$ cat config.mk
export PLATFORM = sky130hd
export DESIGN_NAME = spike_rate_decoder
export DESIGN_NICKNAME = d
export VERILOG_FILES = /design/src/rtl/spike_rate_decoder.sv
export SDC_FILE = /design/constraint.sdc
export NUM_CORES = 1
export LEC_CHECK = 0
export CORE_ASPECT_RATIO = 0.8
export CORE_MARGIN = 3
export CORE_UTILIZATION = 40
export DETAILED_ROUTE_END_ITERATION = 8
export PLACE_DENSITY_LB_ADDON = 0.2
export SLEW_MARGIN = 20
export SYNTH_ARGS = -nofsm -noshare
export SYNTH_HDL_FRONTEND = slang
export SYNTH_SLANG_ARGS = --single-unit
$ cat constraint.sdc
create_clock -name clk -period 2.5 [get_ports clk]
set_input_delay 0.75 -clock clk [delete_from_list [all_inputs] [get_ports clk]]
set_output_delay 0.75 -clock clk [all_outputs]
set_load 0.03 [all_outputs]
$ cat src/rtl/spike_rate_decoder.sv
`timescale 1ns/1ps
`default_nettype none
// ============================================================================
// spike_rate_decoder : windowed spike-rate counter with inter-spike interval
// Rev 1.0
// ============================================================================
module spike_rate_decoder #(
    parameter int WIN_BASE = 16
) (
    input  logic       clk,
    input  logic       rst,
    input  logic       spike_in,
    input  logic       en,
    input  logic [1:0] win_sel,
    output logic [7:0] rate,
    output logic       out_valid,
    input  logic       out_ready,
    output logic [7:0] isi,
    output logic       isi_valid,
    output logic       overrun,
    output logic       busy
);

    // Cycle counter must reach (WIN_BASE << 3) - 1.
    localparam int CW = $clog2(WIN_BASE) + 3;

    typedef enum logic [0:0] {
        IDLE  = 1'b0,
        COUNT = 1'b1
    } state_t;

    state_t         state_q, state_d;
    logic [1:0]     win_sel_q, win_sel_d;
    logic [CW-1:0]  cyc_q, cyc_d;
    logic [7:0]     spk_q, spk_d;
    logic [7:0]     gap_q, gap_d;
    logic           seen_q, seen_d;
    logic [7:0]     rate_q, rate_d;
    logic           out_valid_q, out_valid_d;
    logic [7:0]     isi_q, isi_d;
    logic           isi_valid_q, isi_valid_d;
    logic           overrun_q, overrun_d;

    logic [CW:0]    win_len;
    logic [CW-1:0]  win_last;
    logic [7:0]     spk_nxt;
    logic           load;

    always_comb begin
        win_len  = (CW+1)'(WIN_BASE) << win_sel_q;
        win_last = CW'(win_len - (CW+1)'(1));
    end

    always_comb begin
        state_d     = state_q;
        win_sel_d   = win_sel_q;
        cyc_d       = cyc_q;
        spk_d       = spk_q;
        gap_d       = gap_q;
        seen_d      = seen_q;
        rate_d      = rate_q;
        isi_d       = isi_q;
        isi_valid_d = 1'b0;
        spk_nxt     = spk_q;
        load        = 1'b0;

        case (state_q)
            IDLE: begin
                if (en) begin
                    state_d   = COUNT;
                    win_sel_d = win_sel;
                    cyc_d     = '0;
                    spk_d     = '0;
                    gap_d     = '0;
                    seen_d    = 1'b0;
                end
            end
            COUNT: begin
                if (!en) begin
                    state_d = IDLE;
                end else begin
                    spk_nxt = (spike_in && spk_q != 8'hFF) ? spk_q + 8'd1 : spk_q;
                    gap_d   = spike_in ? 8'd1 : ((gap_q == 8'hFF) ? gap_q : gap_q + 8'd1);
                    if (spike_in) begin
                        seen_d = 1'b1;
                        // The session's first spike only arms the interval tracker.
                        if (seen_q) begin
                            isi_d       = gap_q;
                            isi_valid_d = 1'b1;
                        end
                    end
                    if (cyc_q == win_last) begin
                        load      = 1'b1;
                        rate_d    = spk_nxt;
                        cyc_d     = '0;
                        spk_d     = '0;
                        win_sel_d = win_sel;
                    end else begin
                        cyc_d = cyc_q + CW'(1);
                        spk_d = spk_nxt;
                    end
                end
            end
            default: state_d = IDLE;
        endcase

        // A fresh result keeps valid high even on a transfer edge.
        out_valid_d = load | (out_valid_q & ~out_ready);
        overrun_d   = overrun_q | (load & out_valid_q & ~out_ready);
    end

    always_ff @(posedge clk) begin
        if (rst) begin
            state_q     <= IDLE;
            win_sel_q   <= '0;
            cyc_q       <= '0;
            spk_q       <= '0;
            gap_q       <= '0;
            seen_q      <= 1'b0;
            rate_q      <= '0;
            out_valid_q <= 1'b0;
            isi_q       <= '0;
            isi_valid_q <= 1'b0;
            overrun_q   <= 1'b0;
        end else begin
            state_q     <= state_d;
            win_sel_q   <= win_sel_d;
            cyc_q       <= cyc_d;
            spk_q       <= spk_d;
            gap_q       <= gap_d;
            seen_q      <= seen_d;
            rate_q      <= rate_d;
            out_valid_q <= out_valid_d;
            isi_q       <= isi_d;
            isi_valid_q <= isi_valid_d;
            overrun_q   <= overrun_d;
        end
    end

    assign rate      = rate_q;
    assign out_valid = out_valid_q;
    assign isi       = isi_q;
    assign isi_valid = isi_valid_q;
    assign overrun   = overrun_q;
    assign busy      = (state_q == COUNT);

endmodule
`default_nettype wire

Word-level counts from Yosys, hierarchy flattened:

Cells that the tools add are included.

* flip-flop bits (word level): 46
* output and inout port bits: 20

* equality and inequality tests: 8
* reductions and logical operators: 8
* muxes and demuxes: 26
* bitwise logic cells: 9
* shifts and indexed selects: 1
* add/subtract/negate cells: 4

Operators with widths (count)
* 8-bit 2-to-1 mux: 7
* 8-bit case mux with 2 select lines: 2
* 7-bit 2-to-1 mux: 3
* 8-bit by 1-bit adder with 8-bit output (second input constant): 2
* 7-bit case mux with 2 select lines: 1
* 3-bit AND reduction: 4
* 8-bit equality test (second input constant): 1
* 1-bit 2-to-1 mux: 8
* 8-bit != test (second input constant): 1
* 7-bit by 1-bit adder with 7-bit output (second input constant): 1
* 7-bit equality test: 1
* 5-bit by 2-bit << shifter with 7-bit output (first input constant): 1
* 7-bit by 1-bit subtractor with 7-bit output (second input constant): 1
* 2-bit 2-to-1 mux: 3
* 2-bit != test (second input constant): 3
* 1-bit inverter: 4
* 2-bit case mux with 2 select lines: 1
* 4-bit AND reduction: 1
* 4-bit OR reduction: 1
* 1-bit AND: 3
* 3-bit != test (second input constant): 1
* 2-bit by 1-bit != test with 1-bit output (second input constant): 1
* 1-bit bitwise OR: 2
* 1-bit case mux with 2 select lines: 1
* 2 further kinds: 2

Depth between registers and ports, before layout:

Gate-level depths: netlist of the first run.

* depth after elaboration: 9
* mapped depth: 7

Worst setup path before layout of the first run:

No wires, ideal clock.

* kind: input to register
* start point: input spike_in
* end point: register gap_q[2]
* cell stages on the path: 5
* arrival: 1.703 ns
* path slack: 0.680 ns
* buffers on the path: 0
* cell sequence: nand2b_1 -> o41ai_2 -> nor2_1 -> xnor2_1 -> nor2_1

* word-level cells in the longest chain between the ends: 3

Ends and longest elaborated chain
* start: declaration: line 12 `input logic spike_in,`
* 8-bit 2-to-1 mux: line 83 `gap_d = spike_in ? 8'd1 : ((gap_q == 8'hFF) ? gap_q : gap_q + 8'd1);`
* 8-bit 2-to-1 mux: line 79 `if (!en) begin`
* 8-bit case mux with 2 select lines: line 67 `case (state_q)`
* end signal: assignment: line 130 `gap_q <= gap_d;`
* end: declaration: line 36 `logic [7:0] gap_q, gap_d;`

Several ways; a longest one is shown, not always the timed one. The select of a mux whose other input is x is not followed.
A chain may end at the register's enable or synchronous reset.

Worst setup path after layout of the first run:

* start point: register state_q (netlist: busy)
* end point: output busy

RTL lines
* start: declaration: line 32 `state_t state_q, state_d;`
* start signal: assignment: line 126 `state_q <= state_d;`
* end: declaration: line 21 `output logic busy`

No word-level cell between the ends.

==> summary.md, run 1 <==
| Metric | Value |
|---|---|
| Slew headroom | 65.7% |
| Initial Util | 41.8% |
| Maximum vdd drop | 0.000258 V |
| Register bit total from synthesis | 46 |
| Clock Latency Late Sink | 0.29 ns |
| IO Pins | 27 |
| Setup WS pre-CTS | about 0.047 ns |
| Fin nets | just under 300 |
| Routed Antenna Nets | 0 |
| Post-Route WL | between 4000 and 5000 um |
| Number of antenna violations at the first check in global routing | 0 |
| Clock power frac | between 40% and 50% |
| Num CTS Buffers | 5 |
| DR vias | 1812 |
| Slowest cell on crit path | clkdlybuf4s50_1 |
| Leakage | 0.865 nW |
| Die height | 71.1 um |
| Wire length on met3 | 217 um |
| Power density cells | 531 nW/um^2 |
| Critical path endpoint category | output port |
| Clk pin slew, worst setup/hold paths | ~0.08 ns |
| PortBufs | 26 |
| Detail-routed net length per standard cell | 12.6 um |
| Top FF cell, synth | dfxtp_1 |
| CTS max path bufs | 2 |
| Switching pwr | 0.297 mW |
| Startpoint Class | flip-flop |
| Ranking of synthesized cells by area | dfxtp_1 (44%), nand2_1 (5.9%), nor2_1 (5.7%) |
| FFs w/ async S/R, synth | 0% |
| Post-CTS setup repair buffer count | 0 |
| Crit path max fanout | 6 |
| Core Box Area | 5060 um^2 |
| RePlAce Congestion | 0.819 |
| M1 WL | 2360 um |
| Syn_area_per_cell | 8.46 um^2 |
| Status | finished clean |
| Worst Hold Class | reg -> reg |
| Final hold violations | 0 |
| Vias/cell | 5.22 |
| Initial DRC Count | 79 |
| N_diodes | 0 |
| Slowest cell delay on critical path | between 0.7 and 0.8 ns |
| # rows | 23 |
| Die X | between 80 and 90 um |
| Fmax | between 400 and 500 MHz |
| Period utilization | 90.9% |
| Top delay family on crit path | buffers and inverters |
| Final setup viols | 0 |
| WS Path Type | reg -> out |
| Leading area contributor after synthesis | dfxtp_1 |
| Vias in the first global route | 1547 |
| Synth Warn # | 0 |
| RSZ-0062 raised after global routing | false |
| Post-synthesis sequential area ratio | between 40% and 50% |
| Synth top cells by count | dfxtp_1 (46), nand2_1 (33), nor2_1 (32), a21oi_1 (17), nand3_1 (11) |
| Root buf cell | clkbuf_8 |
| Final worst setup slack | between 0.2 and 0.25 ns |
| Crit-path cells | clkdlybuf4s50_1 |
| Tmin final | approximately 2.3 ns |
| Final slew viol count | 0 |
| Worst Path Buf+Inv | 1 |
| Met2 Routed Length | 1740 um |
| Hpwl dp | ~3200 um |
| DR top layer | met4 |
| Top-area cell type share of the netlist area | 43.5% |
| Hold_buf cts | 0 |
| Count leader, synth | dfxtp_1 |
| Post-route cell area | 2620 um^2 |
| Reg power frac | between 50% and 60% |
| Mapped cell area | 2120 um^2 |
| Post-layout util | 51.8% |
| Largest net degree at the start of global routing | 38 |
| Gr ovfl total | 0 |
| Sw frac | between 20% and 30% |
| CTS tree | done |
| H-tree Lvls | 2 |
| Internal | 1.10 mW |
| Netlist cell types | 50 |
| Dpl cell area | 2510 um^2 |
| Logic pwr share | 6.2% |
| Syn_nets | 260 |
| Clk sinks | 46 |
| Worst EP arrival | 1.52 ns |
| GR Util All Layers | 15.0% |
| Total negative slack | 0 ns |
| Die footprint | ~6200 um^2 |
| Layout area overhead | 24.0% |
| Post-route DRC | 0 |
| Setup Skew | 0.00589 ns |
| Global-route wire length before repair | between 7000 and 8000 um |
| Share of layout cells above drive strength 1 | a little over a tenth |
| # fillers | 488 |
| Initial DRT Pass Iterations | 5 |
| Worst Tran Pin Value | about 0.5 ns |
| Post-synth EDFFs | 0 |
| Max-Cap Viols | 0 |
| Synth Instances | 250 |
| Data required, critical path | between 1.5 and 2 ns |
| Post-CTS sizing | 0 |
## power by group through the flow
stage | registers, mW | clock network, mW | logic [mW]
global route | 0.746 | 0.612 | 0.0942
floorplan | 0.762 | 0 | 0.0481
global placement | 0.762 | 0 | 0.0862
detailed placement | 0.762 | 0 | 0.0862
CTS | 0.745 | 0.583 | 0.0865
finish | 0.745 | 0.562 | 0.0856
## cell type report
type	count	area, um^2	area share (%)
sequential	46	921	35.1
clock buffer	6	82.6	3.15
tap	62	77.6	2.96
clock inverter	1	30.0	1.14
multi-input combinational	184	1110	42.3
timing repair buffer	39	370	14.1
inverter	9	33.8	1.29
## final timing paths
path | end | slack, ns | depth (start not counted) | start
worst max-delay path | busy | 0.23 | 1 | busy
worst min-delay path | isi[4] | 0.46 | 2 | isi[4]
worst max register to register | rate[4] | 0.60 | 6 | cyc_q[0]
worst min register to register | isi[4] | 0.46 | 2 | isi[4]
## through the flow
step / cells / hold slack, ns / power [mW]
2_1_floorplan: 250 / 0.449 / 0.810
3_3_place_gp: 340 / 0.442 / 0.848
3_5_place_dp: 340 / 0.448 / 0.848
4_1_cts: 347 / 0.460 / 1.41
5_1_grt: 347 / 0.471 / 1.45
6_report: 347 / 0.456 / 1.39
## routing by layer
layer  global-route usage, %  vias to the layer above
met5                       0                        -
met4                    5.62                        0
met3                    3.73                        7
met2                    20.2                       39
met1                    22.8                      820
li1                        -                      946
## flip-flops by register name, indices dropped and copies added (netlist names)
signal,flops
busy,1
rate,8
isi_valid,1
out_valid,1
win_sel_q,2
overrun,1
seen_q,1
gap_q,8
cyc_q,7
spk_q,8
isi,8
## cells by family (layout without fill, tap and decap cells)
| family | after synthesis | in the layout | synth area share [%] |
|---|---|---|---|
| flops | 46 | 46 | 43.5 |
| buf+inv | 20 | 55 | 4.08 |
| mux | 4 | 4 | 1.95 |
| simple gates | 112 | 112 | 25.4 |
| xor+xnor | 13 | 13 | 5.38 |
| compound gates | 52 | 52 | 17.9 |
| fa+ha+maj | 3 | 3 | 1.77 |
## layout by cell type, fill, tap and decap left out, types with 2 or more instances in the layout
cell	synthesis	final
a21o_1	2	2
xnor2_1	7	7
nor2_1	32	32
xor2_1	6	6
o21ai_0	7	7
nor3_1	9	9
inv_1	9	9
a2111oi_0	2	2
mux2i_1	3	3
nor4_1	2	2
ha_1	3	3
a211oi_1	5	5
o32ai_1	2	2
or3_1	3	3
buf_4	1	12
nand3_1	11	11
nand4_1	4	4
and3_1	3	3
nand3b_1	2	2
o211ai_1	2	2
clkdlybuf4s50_1	0	26
nand2b_1	4	4
a21oi_1	17	17
o2bb2a_1	2	2
nand2_1	33	33
nor2b_1	2	2
dfxtp_1	46	46
clkbuf_8	0	6
## worst min-delay path, cell delays in order, from the launching register on
cell and delay (ns):
dfxtp_1 0.32, nand2_1 0.05, a21oi_1 0.05
(Power assumes the default switching activity.)
==> run 2, diff against run 1 <==
--- a/config.mk
+++ b/config.mk
@@ -5,6 +5,7 @@
 export SDC_FILE = /design/constraint.sdc
 export NUM_CORES = 1
 export LEC_CHECK = 0
+export ABC_CLOCK_PERIOD_IN_PS = 2500
 export CORE_ASPECT_RATIO = 0.8
 export CORE_MARGIN = 3
 export CORE_UTILIZATION = 40
@@ -14,3 +15,4 @@
 export SYNTH_ARGS = -nofsm -noshare
 export SYNTH_HDL_FRONTEND = slang
 export SYNTH_SLANG_ARGS = --single-unit
+export TNS_END_PERCENT = 30
==> results of run 2 <==
No change in the layout: final DEF, timing and power equal those of run 1.
